File: config.mk
export PLATFORM = sky130hd
export DESIGN_NAME = fft_stream_io_flat
export DESIGN_NICKNAME = d
export VERILOG_FILES = /design/src/rtl/fft_stream_io_if.sv /design/src/rtl/fft_stream_io.sv /design/src/flat_wrapper.sv
export SDC_FILE = /design/constraint.sdc
export NUM_CORES = 1
export LEC_CHECK = 0
export BUFFER_PORTS_ARGS = -buffer_cell sky130_fd_sc_hd__clkbuf_2
export CORE_MARGIN = 8
export CORE_UTILIZATION = 34
export CTS_CLUSTER_SIZE = 30
export DETAILED_ROUTE_END_ITERATION = 8
export PLACE_DENSITY = 0.74
export SYNTH_ARGS = -nofsm -noshare
export SYNTH_HDL_FRONTEND = slang
export SYNTH_SLANG_ARGS = --single-unit
File: constraint.sdc
create_clock -name iCLK -period 2.3 [get_ports iCLK]
set_clock_uncertainty 0.15 [all_clocks]
set_input_delay 0.115 -clock iCLK [delete_from_list [all_inputs] [get_ports iCLK]]
set_output_delay 0.115 -clock iCLK [all_outputs]
set_load 0.02 [all_outputs]
File: src/rtl/fft_stream_io_if.sv
// Handshake and bank-RAM bundle between fft_stream_io and its source, sink, bank RAMs and fft_control.
// The master modport is the stream adapter's view; slave is the surrounding environment.
interface fft_stream_io_if #(
    parameter int A_BIT = 8,
    parameter int D_BIT = 16
);
    logic                 iVALID;
    logic [D_BIT-1:0]     iDATA_RE;
    logic [D_BIT-1:0]     iDATA_IM;
    logic                 oREADY;
    logic [3:0]           oWR_EN;
    logic [A_BIT-3:0]     oWR_ADDR;
    logic [2*D_BIT-1:0]   oWR_DATA;
    logic                 oSTART;
    logic                 iFFT_RDY;
    logic [A_BIT-3:0]     oRD_ADDR;
    logic [8*D_BIT-1:0]   iRD_DATA;
    logic                 oVALID;
    logic [D_BIT-1:0]     oDATA_RE;
    logic [D_BIT-1:0]     oDATA_IM;
    logic                 oLAST;
    logic                 iREADY;
    logic                 oBUSY;

    modport master (
        input  iVALID, iDATA_RE, iDATA_IM, iFFT_RDY, iRD_DATA, iREADY,
        output oREADY, oWR_EN, oWR_ADDR, oWR_DATA, oSTART, oRD_ADDR,
               oVALID, oDATA_RE, oDATA_IM, oLAST, oBUSY
    );

    modport slave (
        output iVALID, iDATA_RE, iDATA_IM, iFFT_RDY, iRD_DATA, iREADY,
        input  oREADY, oWR_EN, oWR_ADDR, oWR_DATA, oSTART, oRD_ADDR,
               oVALID, oDATA_RE, oDATA_IM, oLAST, oBUSY
    );
endinterface

File: src/rtl/fft_stream_io.sv
// Host-side stream adapter for fft_control: loads N samples into four radix-4 banks,
// starts the core, then returns the digit-reversed spectrum as a natural-order stream.
module fft_stream_io #(
    parameter int N     = 256,
    parameter int A_BIT = 8,
    parameter int D_BIT = 16
) (
    input logic             iCLK,
    input logic             iRESET,
    fft_stream_io_if.master bus
);
    localparam int W_BIT = 2 * D_BIT;

    typedef enum logic [2:0] {
        S_LOAD,
        S_START,
        S_HOLD,
        S_WAIT,
        S_UNLOAD
    } state_t;

    state_t           state_q, state_d;
    logic [A_BIT-1:0] cnt_q, cnt_d;
    logic [A_BIT:0]   k_q, k_d;
    logic [A_BIT-1:0] out_cnt_q, out_cnt_d;
    logic             in_flight_q, in_flight_d;
    logic [1:0]       rd_bank_q, rd_bank_d;
    logic [W_BIT-1:0] buf_q [2];
    logic [W_BIT-1:0] buf_d [2];
    logic [1:0]       buf_cnt_q, buf_cnt_d;

    logic [A_BIT-1:0] rd_loc;
    logic [W_BIT-1:0] rd_word;
    logic [1:0]       occupancy;
    logic [1:0]       push_slot;
    logic             out_valid;
    logic             pop;
    logic             issue;

    function automatic logic [A_BIT-1:0] digit_rev4(input logic [A_BIT-1:0] v);
        logic [A_BIT-1:0] r;
        r = '0;
        for (int i = 0; i < A_BIT / 2; i++) begin
            r[2*i +: 2] = v[A_BIT-2-2*i +: 2];
        end
        return r;
    endfunction

    always_ff @(posedge iCLK or negedge iRESET) begin
        if (!iRESET) begin
            state_q     <= S_LOAD;
            cnt_q       <= '0;
            k_q         <= '0;
            out_cnt_q   <= '0;
            in_flight_q <= 1'b0;
            rd_bank_q   <= '0;
            buf_q[0]    <= '0;
            buf_q[1]    <= '0;
            buf_cnt_q   <= '0;
        end else begin
            state_q     <= state_d;
            cnt_q       <= cnt_d;
            k_q         <= k_d;
            out_cnt_q   <= out_cnt_d;
            in_flight_q <= in_flight_d;
            rd_bank_q   <= rd_bank_d;
            buf_q[0]    <= buf_d[0];
            buf_q[1]    <= buf_d[1];
            buf_cnt_q   <= buf_cnt_d;
        end
    end

    always_comb begin
        state_d     = state_q;
        cnt_d       = cnt_q;
        k_d         = k_q;
        out_cnt_d   = out_cnt_q;
        in_flight_d = 1'b0;
        rd_bank_d   = rd_bank_q;
        buf_d[0]    = buf_q[0];
        buf_d[1]    = buf_q[1];
        buf_cnt_d   = buf_cnt_q;

        bus.oREADY   = 1'b0;
        bus.oWR_EN   = '0;
        bus.oWR_ADDR = '0;
        bus.oWR_DATA = '0;
        bus.oSTART   = 1'b0;
        bus.oRD_ADDR = '0;
        bus.oVALID   = 1'b0;
        bus.oDATA_RE = '0;
        bus.oDATA_IM = '0;
        bus.oLAST    = 1'b0;
        bus.oBUSY    = (state_q != S_LOAD);

        rd_loc = digit_rev4(k_q[A_BIT-1:0]);
        case (rd_bank_q)
            2'd0:    rd_word = bus.iRD_DATA[0*W_BIT +: W_BIT];
            2'd1:    rd_word = bus.iRD_DATA[1*W_BIT +: W_BIT];
            2'd2:    rd_word = bus.iRD_DATA[2*W_BIT +: W_BIT];
            default: rd_word = bus.iRD_DATA[3*W_BIT +: W_BIT];
        endcase

        out_valid = (buf_cnt_q != 2'd0);
        pop       = out_valid && bus.iREADY;
        if (out_valid) begin
            bus.oVALID   = 1'b1;
            bus.oDATA_RE = buf_q[0][W_BIT-1:D_BIT];
            bus.oDATA_IM = buf_q[0][D_BIT-1:0];
            bus.oLAST    = (out_cnt_q == A_BIT'(N - 1));
        end

        // A slot freed by this cycle's pop may be refilled, which sustains one bin per cycle.
        occupancy = buf_cnt_q + {1'b0, in_flight_q} - {1'b0, pop};
        issue     = (state_q == S_UNLOAD) && (k_q < (A_BIT + 1)'(N)) && (occupancy < 2'd2);

        case (state_q)
            S_LOAD: begin
                bus.oREADY = 1'b1;
                if (bus.iVALID) begin
                    bus.oWR_EN   = 4'b0001 << cnt_q[1:0];
                    bus.oWR_ADDR = cnt_q[A_BIT-1:2];
                    bus.oWR_DATA = {bus.iDATA_RE, bus.iDATA_IM};
                    cnt_d        = cnt_q + 1'b1;
                    if (cnt_q == A_BIT'(N - 1)) begin
                        state_d = S_START;
                    end
                end
            end
            S_START: begin
                bus.oSTART = 1'b1;
                state_d    = S_HOLD;
            end
            S_HOLD: begin
                state_d = S_WAIT;
            end
            S_WAIT: begin
                if (bus.iFFT_RDY) begin
                    state_d   = S_UNLOAD;
                    k_d       = '0;
                    out_cnt_d = '0;
                end
            end
            S_UNLOAD: begin
                if (issue) begin
                    bus.oRD_ADDR = rd_loc[A_BIT-1:2];
                    rd_bank_d    = rd_loc[1:0];
                    in_flight_d  = 1'b1;
                    k_d          = k_q + 1'b1;
                end
                if (pop && (out_cnt_q == A_BIT'(N - 1))) begin
                    state_d = S_LOAD;
                    cnt_d   = '0;
                end
            end
            default: begin
                state_d = S_LOAD;
            end
        endcase

        if (pop) begin
            buf_d[0]  = buf_q[1];
            out_cnt_d = out_cnt_q + 1'b1;
        end
        push_slot = buf_cnt_q - {1'b0, pop};
        if (in_flight_q) begin
            buf_d[push_slot[0]] = rd_word;
        end
        buf_cnt_d = buf_cnt_q - {1'b0, pop} + {1'b0, in_flight_q};

        // Every output reads low for as long as reset is held, including the ready flag.
        if (!iRESET) begin
            bus.oREADY   = 1'b0;
            bus.oWR_EN   = '0;
            bus.oWR_ADDR = '0;
            bus.oWR_DATA = '0;
            bus.oSTART   = 1'b0;
            bus.oRD_ADDR = '0;
            bus.oVALID   = 1'b0;
            bus.oDATA_RE = '0;
            bus.oDATA_IM = '0;
            bus.oLAST    = 1'b0;
            bus.oBUSY    = 1'b0;
        end
    end
endmodule

File: src/flat_wrapper.sv
// flat-port wrapper written by rule: the top's interface ports become plain ports
module fft_stream_io_flat 
#(
    parameter int N     = 256,
    parameter int A_BIT = 8,
    parameter int D_BIT = 16
)
  (iCLK, iRESET, bus_iVALID, bus_iDATA_RE, bus_iDATA_IM, bus_iFFT_RDY, bus_iRD_DATA, bus_iREADY, bus_oREADY, bus_oWR_EN, bus_oWR_ADDR, bus_oWR_DATA, bus_oSTART, bus_oRD_ADDR, bus_oVALID, bus_oDATA_RE, bus_oDATA_IM, bus_oLAST, bus_oBUSY);
  fft_stream_io_if #(.A_BIT(A_BIT), .D_BIT(D_BIT)) bus_i ();
  input logic iCLK;
  input logic iRESET;
  input wire logic [$bits(bus_i.iVALID)-1:0] bus_iVALID;
  input wire logic [$bits(bus_i.iDATA_RE)-1:0] bus_iDATA_RE;
  input wire logic [$bits(bus_i.iDATA_IM)-1:0] bus_iDATA_IM;
  input wire logic [$bits(bus_i.iFFT_RDY)-1:0] bus_iFFT_RDY;
  input wire logic [$bits(bus_i.iRD_DATA)-1:0] bus_iRD_DATA;
  input wire logic [$bits(bus_i.iREADY)-1:0] bus_iREADY;
  output wire logic [$bits(bus_i.oREADY)-1:0] bus_oREADY;
  output wire logic [$bits(bus_i.oWR_EN)-1:0] bus_oWR_EN;
  output wire logic [$bits(bus_i.oWR_ADDR)-1:0] bus_oWR_ADDR;
  output wire logic [$bits(bus_i.oWR_DATA)-1:0] bus_oWR_DATA;
  output wire logic [$bits(bus_i.oSTART)-1:0] bus_oSTART;
  output wire logic [$bits(bus_i.oRD_ADDR)-1:0] bus_oRD_ADDR;
  output wire logic [$bits(bus_i.oVALID)-1:0] bus_oVALID;
  output wire logic [$bits(bus_i.oDATA_RE)-1:0] bus_oDATA_RE;
  output wire logic [$bits(bus_i.oDATA_IM)-1:0] bus_oDATA_IM;
  output wire logic [$bits(bus_i.oLAST)-1:0] bus_oLAST;
  output wire logic [$bits(bus_i.oBUSY)-1:0] bus_oBUSY;
  assign bus_i.iVALID = bus_iVALID;
  assign bus_i.iDATA_RE = bus_iDATA_RE;
  assign bus_i.iDATA_IM = bus_iDATA_IM;
  assign bus_i.iFFT_RDY = bus_iFFT_RDY;
  assign bus_i.iRD_DATA = bus_iRD_DATA;
  assign bus_i.iREADY = bus_iREADY;
  assign bus_oREADY = bus_i.oREADY;
  assign bus_oWR_EN = bus_i.oWR_EN;
  assign bus_oWR_ADDR = bus_i.oWR_ADDR;
  assign bus_oWR_DATA = bus_i.oWR_DATA;
  assign bus_oSTART = bus_i.oSTART;
  assign bus_oRD_ADDR = bus_i.oRD_ADDR;
  assign bus_oVALID = bus_i.oVALID;
  assign bus_oDATA_RE = bus_i.oDATA_RE;
  assign bus_oDATA_IM = bus_i.oDATA_IM;
  assign bus_oLAST = bus_i.oLAST;
  assign bus_oBUSY = bus_i.oBUSY;
  fft_stream_io #(.N(N), .A_BIT(A_BIT), .D_BIT(D_BIT)) u_core (.iCLK(iCLK), .iRESET(iRESET), .bus(bus_i));
endmodule
==> key figures <==
Setup path
  • Buf/Inv on CP: 1
  • Worst EP required: 2040 ps
  • Top delay family on crit path: simple AND/OR/NAND/NOR gates
  • Largest fanout on the critical path: 7
  • Crit. End Element: output pin
  • WS Path Type: flop to output pin
  • CP Cell Sequence: or3b_4 > a311o_1 > nor2_4 > and3_1 > buf_4
  • Critical Path Start Type: flop
  • CP max stage delay: 400 ps
  • Data arrival, critical path: slightly below 2000 ps
  • Critical-path top delay cell: or3b_4

Synth
  • Number of distinct library cells after synthesis: 48
  • Seq/Total Area, Yosys: 0.425
  • Synthesized Nets: between 700 and 800
  • Yosys warns: 0
  • Post-synth EDFFs: 0
  • Mapped Area: 5710 um^2
  • Ys flop type: dfrtp_1
  • Mapped Cells: roughly 560
  • Post-Syn Area per Cell: 10.1 um^2
  • Async set-or-reset flop fraction in the synthesized netlist: 1.00
  • Synthesized flop and latch total: 97

Timing
  • Final Hold Viols: 0
  • Worst-Margin Slew: 744 ps
  • Final period util: 0.974
  • Max transition margin: 0.504
  • Fin crit period: about 2200 ps
  • Worst hold slack: 37.4 ps
  • Unrepaired setup endpoints after global routing: true
  • Setup-failing EPs final: 0
  • Max frequency: 0.446 GHz
  • Pins Over Slew Limit: 0
  • Setup ws final: between 50 and 60 ps

Route
  • Final wirelength: 17.4 mm
  • Via count: ~5.3k
  • ANT nets after route: 0
  • Drt via density: 5.06
  • Drc violations: 0
  • Iteration-0 DRC Markers: 278
  • Wire per inst: 16.7 um
  • DR pass1 iterations: 4

Die
  • # IOs: 250
  • Core box area: about 17,000 um^2
  • Starting density of the core: 0.345
  • Chip height: 146 um
  • Row count: 47
  • Die Wd: 146 um
  • Die area: 21,200 um^2

Clocking
  • CTS Buf Count: 9
  • TritonCTS clock tree: built
  • Clock Pin Slew Worst Setup and Hold Paths: around 70 ps
  • Clock sink total: 97
  • Longest Clk Path Bufs: 2
  • Clock latency on the worst-skew pair: around 350 ps
  • Clock root cell: clkbuf_16
  • H-tree depth: 3

Cells and area
  • Nets: 987
  • Area growth, synth to finish: 34.1%
  • Layout cells sized above 1: 0.452
  • Most frequent cells in the layout: clkbuf_2 (242), dfrtp_1 (96), nand2_1 (85)
  • Final instance area: 7650 um^2
  • Most common cell after layout, fill and taps aside: clkbuf_2
  • # diodes: 0

Pwr
  • Leakage: 3.80 nW
  • Post-layout power: 6.53 mW
  • Peak supply drop: 446 uV
  • P per Cell Area: 854 nW/um^2

Hold path
  • Hold crit path type: primary input to async pin

Flow run
  • Max-Cap Viols: 0

GRT
  • Global route overflow: 0
  • Number of global-route vias before repair: 5,635
  • Largest net degree at the start of global routing: 60
  • Initial antenna violation count: 0
  • Global-route wire length before repair: about 28 mm
  • Gr usage total: 0.163

Placed design
  • GP Congestion: 0.802
  • I/O Buffers: between 200 and 250
  • Placed cell areas: 7300 um^2
  • Dpl ws: 172 ps
  • DP HPWL: 13.2 mm

Status
  • Status: finished, final reports clean
[synthesized netlist by cell type, types with 2 or more instances]
| cell | instances | share of area |
|---|---|---|
| nor3_1 | 8 | 0.0070 |
| mux4_2 | 32 | 0.13 |
| o211ai_1 | 4 | 0.0053 |
| buf_2 | 2 | 0.0018 |
| xor2_1 | 3 | 0.0046 |
| inv_1 | 3 | 0.0020 |
| o31ai_1 | 3 | 0.0039 |
| nor2_1 | 45 | 0.030 |
| dfrtp_1 | 97 | 0.43 |
| ha_1 | 7 | 0.015 |
| and2_1 | 75 | 0.082 |
| nand3_1 | 16 | 0.014 |
| o311ai_0 | 2 | 0.0031 |
| nor4_1 | 2 | 0.0022 |
| nand2b_1 | 7 | 0.0077 |
| nor2b_1 | 2 | 0.0022 |
| a31oi_1 | 33 | 0.036 |
| buf_6 | 3 | 0.0059 |
| mux2_2 | 34 | 0.067 |
| a41oi_1 | 2 | 0.0031 |
| xnor2_1 | 3 | 0.0046 |
| o21ai_0 | 16 | 0.014 |
| clkbuf_1 | 35 | 0.023 |
| o21a_1 | 3 | 0.0039 |
| mux2i_1 | 4 | 0.0070 |
| nand2_1 | 85 | 0.056 |
| and3_1 | 13 | 0.014 |
| nand4_1 | 5 | 0.0055 |
[path summary, 6_finish.rpt]
kind | from | end | slack (ps) | cells past startpoint
setup / recovery | u_core.state_q[0]$_DFFE_PN0P_ | bus_oRD_ADDR[5] | 60 | 5
hold / removal | iRESET | u_core.cnt_q[2]$_DFFE_PN0P_ | 40 | 2
setup reg to reg | u_core.state_q[0]$_DFFE_PN0P_ | u_core.rd_bank_q[0]$_DFFE_PN0P_ | 150 | 6
hold reg to reg | flop | flop | 360 | 1
max in group asynchronous | iRESET | async pin | 940 | 3
min in group iCLK | bus_iVALID | u_core.state_q[0]$_DFFE_PN0P_ | 40 | 3
[metrics by stage]
stage | cells | setup TNS (ps) | utilization
after floorplan | 564 | 0 | -
final | 1040 | 0 | 0.463
after CTS | 1040 | 0 | 0.461
after global placement | 1020 | 0 | 0.442
after detailed placement | 1020 | 0 | 0.442
after global routing | 1040 | -165 | 0.463
[layer usage]
metal  global-route usage  wire length [um]
met1                0.187              7360
met2                0.271              8120
met3               0.0575              1440
met4               0.0672               454
met5                    0                 0
[report_power, final]
group	switching [mW]	total, mW	internal, mW
Combinational	1.31	2.51	1.19
Sequential	0.369	2.57	2.20
Clock	0.707	1.45	0.744
[timing repair]
| item | in CTS | in global routing |
|---|---|---|
| buffers inserted | 2 | 0 |
| hold endpoints to repair | 40 | 0 |
| endpoints found under the setup margin | 7 | 47 |
| hold buffers | 2 | 0 |
| gates resized for setup | 2 | 14 |
| pin swaps | 1 | 2 |
[kinds of logic (layout without fill, tap and decap cells)]
logic type                 Yosys count  count (layout)  share of synthesized area
xor gates and xnor gates             6               6                    0.00921
muxes                               70              70                      0.200
AOI/OAI and AO/OA                   70              70                     0.0787
adders and majority gates            7               7                     0.0153
buffers and inverters               45             301                     0.0346
DFF                                 97              97                      0.425
and+or+nand+nor                    269             269                      0.237
[layout make-up]
cell class	count	area, um^2
timing repair buffer	282	1550
multi-input combinational	422	3110
tap	220	275
fill	1515	8870
sequential	97	2430
clock inverter	7	53.8
inverter	3	11.3
clock buffer	9	225
Note: power is estimated with default switching activity, not from simulation.
